**src/rtl/pong_vga_render.sv**
```systemverilog
// rtl/pong_vga_render.sv - 640x480 VGA timing generator and Pong scene renderer
//
// Purpose: scans an 800x525 raster, produces active-low hsync/vsync and a
// 2-bit-per-channel colour for a ball, a left-edge paddle and (optionally) a
// screen border. Object positions are captured once per frame, at the last
// visible pixel, so a frame is never drawn with mixed positions.
//
// Optional feature: define PONG_BORDER_EN to draw a 1-pixel blue border
// around the visible area.
//
// Ports:
//   clk        - pixel clock
//   rst_n      - asynchronous active-low reset
//   ball_x     - ball left edge (game-logic stage)
//   ball_y     - ball top edge (game-logic stage)
//   paddle_y   - paddle top edge; paddle sits at the left screen edge
//   hsync      - active-low horizontal sync (registered)
//   vsync      - active-low vertical sync (registered)
//   r, g, b    - pixel colour, 2 bits each (registered)
//   frame_tick - one-cycle pulse after the last visible pixel of each frame

module pong_vga_render #(
    parameter int BALL_SIZE     = 10,
    parameter int PADDLE_WIDTH  = 10,
    parameter int PADDLE_HEIGHT = 60
) (
    input  logic       clk,
    input  logic       rst_n,
    input  logic [9:0] ball_x,
    input  logic [9:0] ball_y,
    input  logic [9:0] paddle_y,
    output logic       hsync,
    output logic       vsync,
    output logic [1:0] r,
    output logic [1:0] g,
    output logic [1:0] b,
    output logic       frame_tick
);

    localparam logic [9:0] H_LAST     = 10'd799;
    localparam logic [9:0] V_LAST     = 10'd524;
    localparam logic [9:0] H_VIS_LAST = 10'd639;
    localparam logic [9:0] V_VIS_LAST = 10'd479;
    localparam logic [9:0] HS_START   = 10'd656;
    localparam logic [9:0] HS_END     = 10'd751;
    localparam logic [9:0] VS_START   = 10'd490;
    localparam logic [9:0] VS_END     = 10'd491;

    localparam logic [10:0] BALL_SPAN   = 11'(BALL_SIZE - 1);
    localparam logic [10:0] PADDLE_SPAN = 11'(PADDLE_HEIGHT - 1);
    localparam logic [9:0]  PADDLE_LAST = 10'(PADDLE_WIDTH - 1);

    logic [9:0] h_q, h_d;
    logic [9:0] v_q, v_d;
    logic [9:0] lbx_q, lbx_d;
    logic [9:0] lby_q, lby_d;
    logic [9:0] lpy_q, lpy_d;
    logic       hsync_q, hsync_d;
    logic       vsync_q, vsync_d;
    logic [5:0] rgb_q, rgb_d;
    logic       frame_tick_q, frame_tick_d;

    logic frame_end;
    logic visible;
    logic ball_hit;
    logic paddle_hit;
    logic border_hit;

    always_comb begin
        h_d          = h_q;
        v_d          = v_q;
        lbx_d        = lbx_q;
        lby_d        = lby_q;
        lpy_d        = lpy_q;
        hsync_d      = 1'b1;
        vsync_d      = 1'b1;
        rgb_d        = 6'd0;
        frame_tick_d = 1'b0;
        frame_end    = (h_q == H_VIS_LAST) && (v_q == V_VIS_LAST);
        visible      = (h_q <= H_VIS_LAST) && (v_q <= V_VIS_LAST);

        if (h_q == H_LAST) begin
            h_d = 10'd0;
            v_d = (v_q == V_LAST) ? 10'd0 : v_q + 10'd1;
        end else begin
            h_d = h_q + 10'd1;
        end

        // Positions captured at the last visible pixel; that pixel itself
        // is still drawn from the previous frame's values.
        if (frame_end) begin
            lbx_d = ball_x;
            lby_d = ball_y;
            lpy_d = paddle_y;
        end
        frame_tick_d = frame_end;

        // 11-bit upper bounds keep objects near 1023 from wrapping to 0.
        ball_hit   = ({1'b0, h_q} >= {1'b0, lbx_q}) &&
                     ({1'b0, h_q} <= {1'b0, lbx_q} + BALL_SPAN) &&
                     ({1'b0, v_q} >= {1'b0, lby_q}) &&
                     ({1'b0, v_q} <= {1'b0, lby_q} + BALL_SPAN);
        paddle_hit = (h_q <= PADDLE_LAST) &&
                     ({1'b0, v_q} >= {1'b0, lpy_q}) &&
                     ({1'b0, v_q} <= {1'b0, lpy_q} + PADDLE_SPAN);
`ifdef PONG_BORDER_EN
        border_hit = (h_q == 10'd0) || (h_q == H_VIS_LAST) ||
                     (v_q == 10'd0) || (v_q == V_VIS_LAST);
`else
        border_hit = 1'b0;
`endif

        hsync_d = !((h_q >= HS_START) && (h_q <= HS_END));
        vsync_d = !((v_q >= VS_START) && (v_q <= VS_END));

        // Off-screen parts of objects fall outside 'visible' and are clipped.
        if (visible) begin
            if (ball_hit) begin
                rgb_d = 6'b11_11_11;
            end else if (paddle_hit) begin
                rgb_d = 6'b00_11_00;
            end else if (border_hit) begin
                rgb_d = 6'b00_00_11;
            end
        end
    end

    always_ff @(posedge clk or negedge rst_n) begin
        if (!rst_n) begin
            h_q          <= 10'd0;
            v_q          <= 10'd0;
            lbx_q        <= 10'd0;
            lby_q        <= 10'd0;
            lpy_q        <= 10'd0;
            hsync_q      <= 1'b1;
            vsync_q      <= 1'b1;
            rgb_q        <= 6'd0;
            frame_tick_q <= 1'b0;
        end else begin
            h_q          <= h_d;
            v_q          <= v_d;
            lbx_q        <= lbx_d;
            lby_q        <= lby_d;
            lpy_q        <= lpy_d;
            hsync_q      <= hsync_d;
            vsync_q      <= vsync_d;
            rgb_q        <= rgb_d;
            frame_tick_q <= frame_tick_d;
        end
    end

    assign hsync      = hsync_q;
    assign vsync      = vsync_q;
    assign r          = rgb_q[5:4];
    assign g          = rgb_q[3:2];
    assign b          = rgb_q[1:0];
    assign frame_tick = frame_tick_q;

endmodule
```
**config.mk**
```make
export PLATFORM = sky130hd
export DESIGN_NAME = pong_vga_render
export DESIGN_NICKNAME = d
export VERILOG_FILES = /design/src/rtl/pong_vga_render.sv
export SDC_FILE = /design/constraint.sdc
export NUM_CORES = 1
export LEC_CHECK = 0
export ABC_CLOCK_PERIOD_IN_PS = 2650
export CAP_MARGIN = 20
export CORE_UTILIZATION = 35
export DETAILED_ROUTE_END_ITERATION = 12
export GPL_TIMING_DRIVEN = 0
export PLACE_DENSITY = 0.6
export SYNTH_ARGS = -nofsm -noshare
export SYNTH_HDL_FRONTEND = slang
export SYNTH_SLANG_ARGS = --single-unit
export TNS_END_PERCENT = 5
```
**constraint.sdc**
```tcl
create_clock -name clk -period 2.65 [get_ports clk]
set_clock_uncertainty 0.05 [all_clocks]
set_input_delay 0.3975 -clock clk [delete_from_list [all_inputs] [get_ports clk]]
set_output_delay 0.3975 -clock clk [all_outputs]
set_load 0.05 [all_outputs]
```
==> metrics.txt <==
antenna cells=0; CP max stage delay=0.44 ns; Reg clk slew, reported paths=0.07 ns; Slew @ Worst Pin=0.5072 ns; Detailed Routing Iterations Pass 1=4; async set-or-reset flop fraction in the synthesized netlist=100.0%; Sum Neg Setup Slack=0 ns; I/O pins=41; synthesis-stage register bit count=55; Worst setup SP type=flop; CP arrival=2.73 ns; Port-buffer cells=40; commonest cells after routing, fill and taps aside=ha_1, nand2_1, dfrtp_1; pre-CTS WS=-0.4126 ns; dominant synthesized flop cell=dfrtp_1; via count=3485; GRT Total Usage=16.79%; cell mode on critical path=a21o_1; initial antenna violation count=0; routed len/inst=15.16 um; fin crit share=97.50%; Synth area leaders=dfrtp_1, ha_1, o21ai_0; area delta synth->final=23.02%; GR Overflow Total=0; leakage=2.486 nW; # setup viols final=0; RePlAce Congestion=0.8653; Overall Power=1.623 mW; fmax=387.0 MHz; Max Root-Sink Buffers=2; hold_sp=h_q[0]$_DFF_PN0_; Post-synth EDFFs=0; row cnt=39; chip width=110.9 um; setup ws final=0.06627 ns; crit-path cells=inv_2 > nor3_4 > o21a_2 > nand3_2 > xnor2_1 > ha_1 > nand3_1 > a221o_1 > a21o_1 > and4b_1 > a21o_1; area share of the largest cell type after synthesis=31.98%; commonest non-fill, non-tap cell in the layout=ha_1; Netlist cell types=48; Cell Area, Synth=0.004148 mm^2; share of cells above drive strength 1=11.13%; Root Driver=clkbuf_16; first-pass GRT wire length=16680 um; clk_lat worst skew=0.30 ns; Iteration-0 DRC Markers=125; half-perimeter wire length after placement=7557 um; WP buf/inv=1; Mapped Cells=463; Final Critical Period=2.584 ns; WL final=10070 um; Critical Path Source=lby_q[0]$_DFFE_PN0P_; vias per inst=5.248; vias in the first global route=3425; die area=0.01229 mm^2; ANT nets after route=0; post-route insts no fill=664; Final Max Tran Viols=0; max_cap viols=0; Power Density=318.1 mW/mm^2; dpl cells=647; CTS buffer count=5; cell taking the most area after synthesis=dfrtp_1; TritonCTS clock tree=yes; share of the yosys chip area belonging to registers=33.24%; Crit. End Element=flop; Hold Fails Final Rpt=0; Slowest cell on crit path=dfrtp_1; Core Util, Final=44.50%; Residual DRC=0; syn nets=565; Initial Util=36.17%; R2R Path Start=lby_q[0]$_DFFE_PN0P_; crit path kind=reg -> reg; CP max FO=3; Die H=110.9 um; CTS H-tree lvls=2; synth warn=0; RSZ-0062 raised after global routing=yes; family with the most delay on the worst path=compound AO/OA/AOI/OAI gates; core area=0.01147 mm^2; post-synthesis area per instance=8.958 um^2; Sink Count=55; fin nets=622; maximum VDD drop=0.2519 mV; Req. time, crit path=2.79 ns; status=finished clean; Worst Hold Class=reg -> reg; pin count of the biggest net entering global routing=40; max_slew headroom=65.31%
==> sequential cells by signal, summed over array words and instances, names as in the netlist <==
register,flops
frame_tick,1
h_q,10
hsync,1
lbx_q,10
lby_q,10
lpy_q,10
rgb_q,2
v_q,10
vsync,1
==> logic make-up (layout without fill, tap and decap cells) <==
group | Yosys count | in the layout | share of synthesized area (%)
adder cells (fa/ha/maj) | 70 | 70 | 21.12
AO/OA/AOI/OAI | 115 | 115 | 16.38
XOR/XNOR | 30 | 30 | 6.335
buffers and inverters | 53 | 111 | 5.611
multiplexers | 1 | 1 | 0.2715
flip-flops | 55 | 55 | 33.24
AND/OR/NAND/NOR | 139 | 139 | 17.04
==> routing by layer <==
layer	share of wire, %	wire length [um]	GRT usage (%)	up-vias
li1	-	-	-	1762
met1	47	4721	22.03	1662
met2	49	4943	28.82	53
met3	2.9	294	2.679	8
met4	1.1	108	4.000	0
met5	0	0	0	-
==> synth_stat cells, types with 2 or more instances <==
master / count
and3_1: 4
nor4_4: 2
clkbuf_2: 2
ha_1: 70
and2_1: 2
a21oi_1: 26
nor2b_1: 3
o31ai_1: 2
buf_2: 4
xnor2_1: 26
o211ai_1: 5
nor4bb_1: 2
nand3_1: 24
inv_1: 39
a211oi_1: 3
a31oi_1: 4
o21ai_1: 4
nor3_1: 15
nor4_1: 3
o21ai_0: 47
nor2_1: 14
a21o_1: 8
nand4_1: 10
dfrtp_1: 53
xor2_1: 4
nand3b_1: 2
buf_4: 7
o21a_1: 6
dfstp_2: 2
nand2_1: 52
==> power breakdown <==
group	internal (mW)	switching, mW	leakage, nW
clock	0.404	0.313	0.0772
sequential	0.839	0	0.590
combinational	0.0432	0.0237	1.82
==> final timing paths <==
check	cells past startpoint	slack (ns)	endpoint
worst max-delay path	11	0.07	rgb_q[3]$_DFF_PN0_
worst min-delay path	1	0.46	h_q[0]$_DFF_PN0_
worst max register to register	11	0.07	rgb_q[3]$_DFF_PN0_
worst min register to register	1	0.46	h_q[0]$_DFF_PN0_
max in group asynchronous	3	1.41	hsync$_DFF_PN1_
min in group asynchronous	2	0.52	lpy_q[3]$_DFFE_PN0P_
==> per-stage QoR <==
step                      hold WS, ns  instance area [um^2]
after detailed placement       0.3076                  4742
after global placement         0.4574                  4727
after global routing           0.4944                  5102
after CTS                      0.4693                  4960
final                          0.4615                  5102
after floorplan               0.05191                  4148
==> timing repair <==
action                     CTS  global route
setup endpoints to repair    2             2
hold buffers                 1             0
setup buffers                2             6
pin swaps                    6            21
cloned                       0             0
hold endpoints to repair    15             0
gates resized for setup     10            22
==> layout make-up <==
cell class / count / area (um^2)
plain buffers: 14 / 86.33
multi-input cells: 355 / 2669
flip-flops and latches: 55 / 1380
fillers: 1165 / 6365
inverters: 39 / 146.4
well taps: 143 / 178.9
clock buffers: 8 / 156.4
repair buffers: 50 / 485.5
Note: power is estimated with default switching activity, not from simulation.
==> RTL edit 1, RTL diff (same settings) <==
Make the reset (`rst_n`) synchronous in one clocked block. Comments in the files are not updated.
--- a/src/rtl/pong_vga_render.sv
+++ b/src/rtl/pong_vga_render.sv
@@ -127,3 +127,3 @@
 
-    always_ff @(posedge clk or negedge rst_n) begin
+    always_ff @(posedge clk) begin
         if (!rst_n) begin
Check against the original RTL: differs if rst_n is asserted again (counterexample within 4 cycles, from zero or initial values and one cycle with rst_n low); with rst_n held inactive, the same outputs for 10 cycles.
==> RTL edit 1 against the original RTL <==
Area after synthesis shrank 0.12%; wire length grew 4.2%; cell area grew 1.5%; setup slack gained 0.026 ns; sequential cell count is the same.
Power is not compared: it rests on default switching activity, and its combinational part moved more than twofold at a synthesized area within 25%.
==> RTL edit 1: results <==
setup_path:
  crit_path_max_fanout: 4
  worst_ep_arrival_time_ns: 2.70
  r2r.worst_path.cells: 12
  max_stage_delay_ns: 0.38
  critical-path-slowest-cell: "sky130_fd_sc_hd__dfxtp_4"
  critical_path.top_delay_family: "compound AO/OA/AOI/OAI gates"
drt:
  first_iter_violations: 99
  drtPass1Iterations: 4
  ant_nets: 0
  drt-total-wl_mm: 10.5
  dr_total_vias: 3710
hold_path:
  whs_path_depth: 2
  min_path_type: "reg2reg"
pwr:
  static_leakage_power_nw: 2.00
  peakVddDrop_uv: 261
synthesis:
  synth_sequential_area_ratio_pct: 26.6
  yosysUniqueCellTypes: 52
  synthesis.instances: 505
  synth_commonest_cells: "sky130_fd_sc_hd__nand2_1, sky130_fd_sc_hd__ha_1, sky130_fd_sc_hd__dfxtp_1"
  synth_async_sr_flop_share_pct: 0
  synth_area_leaders: "sky130_fd_sc_hd__dfxtp_1, sky130_fd_sc_hd__ha_1, sky130_fd_sc_hd__nand2_1, sky130_fd_sc_hd__xnor2_1, sky130_fd_sc_hd__a21boi_1"
  synth_flop_cell: "sky130_fd_sc_hd__dfxtp_1"
  syn-num-nets: 607
clocking:
  max-clock-path-buffers: 2
  root_buffer: "sky130_fd_sc_hd__clkbuf_16"
  worst_setup_hold_path_clk_slew_ns: 0.07
placed_design:
  finalWeightedCongestion: 0.849
  detailed_place_hpwl_mm: 7.95
  dpl.cell_count: 688
  io_buffers: 40
final_layout:
  nNetsFinal: 668
  fraction_of_final_layout_cells_sized_beyond_drive_strength_1_pct: 12.7
  post_layout_cell_count: 710
  fillerInstances: 1122
status:
  run_status: "finished clean"
timing:
  slew_headroom_pct: 55.1
global_routing:
  grt_pass1_vias: 3797
  largest_net_degree_at_the_start_of_global_routing: 16
  overall_routing_resource_usage_pct: 17.3
  first_pass_grt_wire_length_mm: 17.5
  antenna_violations_before_repair: 0
==> RTL edit 1: cell type report <==
type | instances | area share [%]
tap | 143 | 3.45
timing repair buffer | 54 | 9.83
buffer | 14 | 1.81
multi-input combinational | 394 | 57.0
clock buffer | 8 | 3.02
inverter | 42 | 3.09
sequential | 55 | 21.8
==> RTL edit 1: cells by family after synthesis <==
family	count (synthesis)	synth area share [%]
simple gates	176	20.4
compound gates	112	18.2
fa+ha+maj	70	21.1
buf+inv	56	6.07
flops	55	26.6
xor+xnor	36	7.61
==> RTL edit 1: power by group <==
group          internal (W)  switching [W]  leakage, nW
combinational     0.0000923      0.0000862         1.47
clock              0.000404       0.000311       0.0772
sequential         0.000827     0.00000976        0.451
total               0.00132       0.000407         2.00
==> RTL edit 1: final timing paths <==
path                                       startpoint  slack (ns)                     to
worst max register to register  lbx_q[2]$_SDFFE_PN0P_        0.09    rgb_q[3]$_SDFF_PN0_
worst min-delay path            lpy_q[5]$_SDFFE_PN0P_        0.40  lpy_q[5]$_SDFFE_PN0P_
worst min register to register  lpy_q[5]$_SDFFE_PN0P_        0.40  lpy_q[5]$_SDFFE_PN0P_
worst max-delay path            lbx_q[2]$_SDFFE_PN0P_        0.09    rgb_q[3]$_SDFF_PN0_
==> RTL edit 1: routing by layer <==
| layer | wire (um) | share of wire (%) | vias up | track usage [%] |
|---|---|---|---|---|
| li1 | - | - | 1894 | - |
| met1 | 4560 | 43 | 1716 | 20.3 |
| met2 | 5170 | 49 | 76 | 30.9 |
| met3 | 363 | 3.5 | 24 | 2.35 |
| met4 | 392 | 3.7 | 0 | 8.71 |
| met5 | 0 | 0 | - | 0 |
==> RTL edit 1: repair_timing <==
action / in CTS / in global routing
cloned: 0 / 0
pin swaps: 17 / 25
setup buffers: 8 / 6
setup endpoints to repair: 2 / 2
hold buffers: 0 / 0
gates resized for setup: 19 / 30
==> RTL edit 1: stage by stage <==
step           hold slack, ns  util, %  instance area (sq um)  TNS [ns]  setup WS, ns
6_report                0.404     45.2                   5180         0        0.0919
5_1_grt                 0.424     45.2                   5180   -0.0816       -0.0816
4_1_cts                 0.405     43.7                   5010   -0.0239       -0.0239
3_5_place_dp            0.397     41.2                   4720    -0.599        -0.346
3_3_place_gp            0.391     41.2                   4720    -0.591        -0.341
2_1_floorplan           0.381        -                   4140         0        0.0810
==> RTL edit 2, RTL diff (same flow settings) <==
Without the edit above. Add a define of `PONG_BORDER_EN`.
--- a/src/rtl/pong_vga_render.sv
+++ b/src/rtl/pong_vga_render.sv
@@ -20,2 +20,4 @@
 //   frame_tick - one-cycle pulse after the last visible pixel of each frame
+
+`define PONG_BORDER_EN
 
Check against the original RTL: no difference found for any inputs over 10 cycles, from zero or initial values and one cycle with rst_n low; that may be too few to reach the edited logic, so the function may still have changed.
==> RTL edit 2 against the original RTL <==
The flow now finishes with violations (hold timing, setup timing); cell area rose by 1.7%; setup slack got worse by 0.14 ns; synthesized cell count fell by 4.1%; area after synthesis rose by 3.5%; sequential cell count rose by 1; wire length fell by 3.8%; critical path type unchanged; critical endpoint is now rgb_q[1]$_DFF_PN0_; highest routed layer unchanged.
Power is not compared: it rests on default switching activity, and its combinational part moved more than twofold at a synthesized area within 25%.
==> RTL edit 2: results <==
timing:
  finalHoldWorstSlack_ns: -0.00814
  post-route-worst-setup-slack_ns: -0.0739
  setup_viol_count_final: 3
  timing.final.hold_violations: 11
placed_design:
  finalWeightedCongestion: 0.886
  cell_area_reported_after_detailed_placement_sq_um: 4890
  dpl.cell_count: 632
synthesis:
  synthesis.instances: 444
  yosys.area_share.adder_pct: 20.4
  compound_cell_area_share_of_the_yosys_netlist_pct: 13.4
  syn-num-nets: 546
global_routing:
  largest_net_degree_at_the_start_of_global_routing: 38
  grt_pass1_vias: 3574
final_layout:
  fillerInstances: 1131
  nNetsFinal: 606
  fraction_of_final_layout_cells_sized_beyond_drive_strength_1_pct: 15.8
  post_layout_cell_count: 652
setup_path:
  r2r.worst_path.cells: 12
  worst_ep_arrival_time_ns: 2.90
  crit_path_max_fanout: 4
  r2r_end: "rgb_q[1]$_DFF_PN0_"
  rr_startpoint: "lbx_q[0]$_DFFE_PN0P_"
hold_path:
  min_path_type: "in2async"
status:
  run_status: "complete, but fails checks"
  violations: "hold timing, setup timing"
==> RTL edit 2: cell count changes after synthesis, sizes merged, moves of 8 or more <==
| cell | unedited run | this run |
|---|---|---|
| inv | 39 | 47 |
| mux2 | 1 | 30 |
| nand2 | 52 | 30 |
| o21ai | 51 | 16 |
==> RTL edit 2: how the worst max path moves through the flow <==
stage | from | slack [ns] | cells past startpoint | endpoint
floorplan | lbx_q[0]$_DFFE_PN0P_ | 0.06 | 12 | rgb_q[1]$_DFF_PN0_
global placement | rst_n | -0.70 | 1 | lpy_q[4]$_DFFE_PN0P_
detailed placement | lbx_q[0]$_DFFE_PN0P_ | -0.45 | 12 | rgb_q[1]$_DFF_PN0_
CTS | lby_q[0]$_DFFE_PN0P_ | -0.04 | 12 | rgb_q[1]$_DFF_PN0_
global route | lbx_q[1]$_DFFE_PN0P_ | -0.26 | 12 | rgb_q[1]$_DFF_PN0_
finish | lbx_q[0]$_DFFE_PN0P_ | -0.07 | 12 | rgb_q[1]$_DFF_PN0_
==> RTL edit 2: layout make-up <==
type / instances / area share [%]
clock buffers: 5 / 2.41
repair buffers: 53 / 9.74
plain buffers: 13 / 1.30
inverters: 47 / 3.40
clock inverters: 3 / 0.410
multi-input cells: 328 / 52.1
well taps: 147 / 3.54
flip-flops and latches: 56 / 27.1
==> RTL edit 2: critical path: cells and delay by family, from the launching register on <==
family / cells / cell delay [ns]
AND/OR/NAND/NOR: 5 / 0.88
AO/OA/AOI/OAI: 4 / 0.62
adder cells (fa/ha/maj): 2 / 0.55
flip-flops: 1 / 0.41
XOR/XNOR: 1 / 0.14
==> RTL edit 2: logic make-up after synthesis <==
| family | after synthesis |
|---|---|
| DFF | 56 |
| AOI/OAI and AO/OA | 87 |
| adders and majority gates | 70 |
| xor gates and xnor gates | 33 |
| and+or+nand+nor | 108 |
| buffers and inverters | 60 |
| muxes | 30 |
==> RTL edit 2: per-stage QoR <==
step	setup slack [ns]	hold WS, ns	TNS, ns	util [%]	power [W]
2_1_floorplan	0.0634	0.0519	0	-	0.00107
3_3_place_gp	-0.699	0.442	-38.77	40.8	0.00116
6_report	-0.0739	-0.00814	-0.123	43.4	0.00187
4_1_cts	-0.0363	0.00323	-0.0363	42.9	0.00188
5_1_grt	-0.264	0.0274	-0.681	43.4	0.00196
3_5_place_dp	-0.448	0.326	-1.23	40.9	0.00117
==> RTL edit 2: routing by layer <==
layer	vias up	share of wire [%]	GRT usage [%]
li1	1715	-	-
met1	1654	45	20.0
met2	78	48	28.4
met3	23	4.0	2.20
met4	0	3.0	7.38
met5	-	0	0
==> RTL edit 2: repair_timing <==
item,CTS,global route
pin swaps,9,4
hold buffers,0,0
setup endpoints to repair,3,3
resized for setup,11,4
buffers inserted,7,5
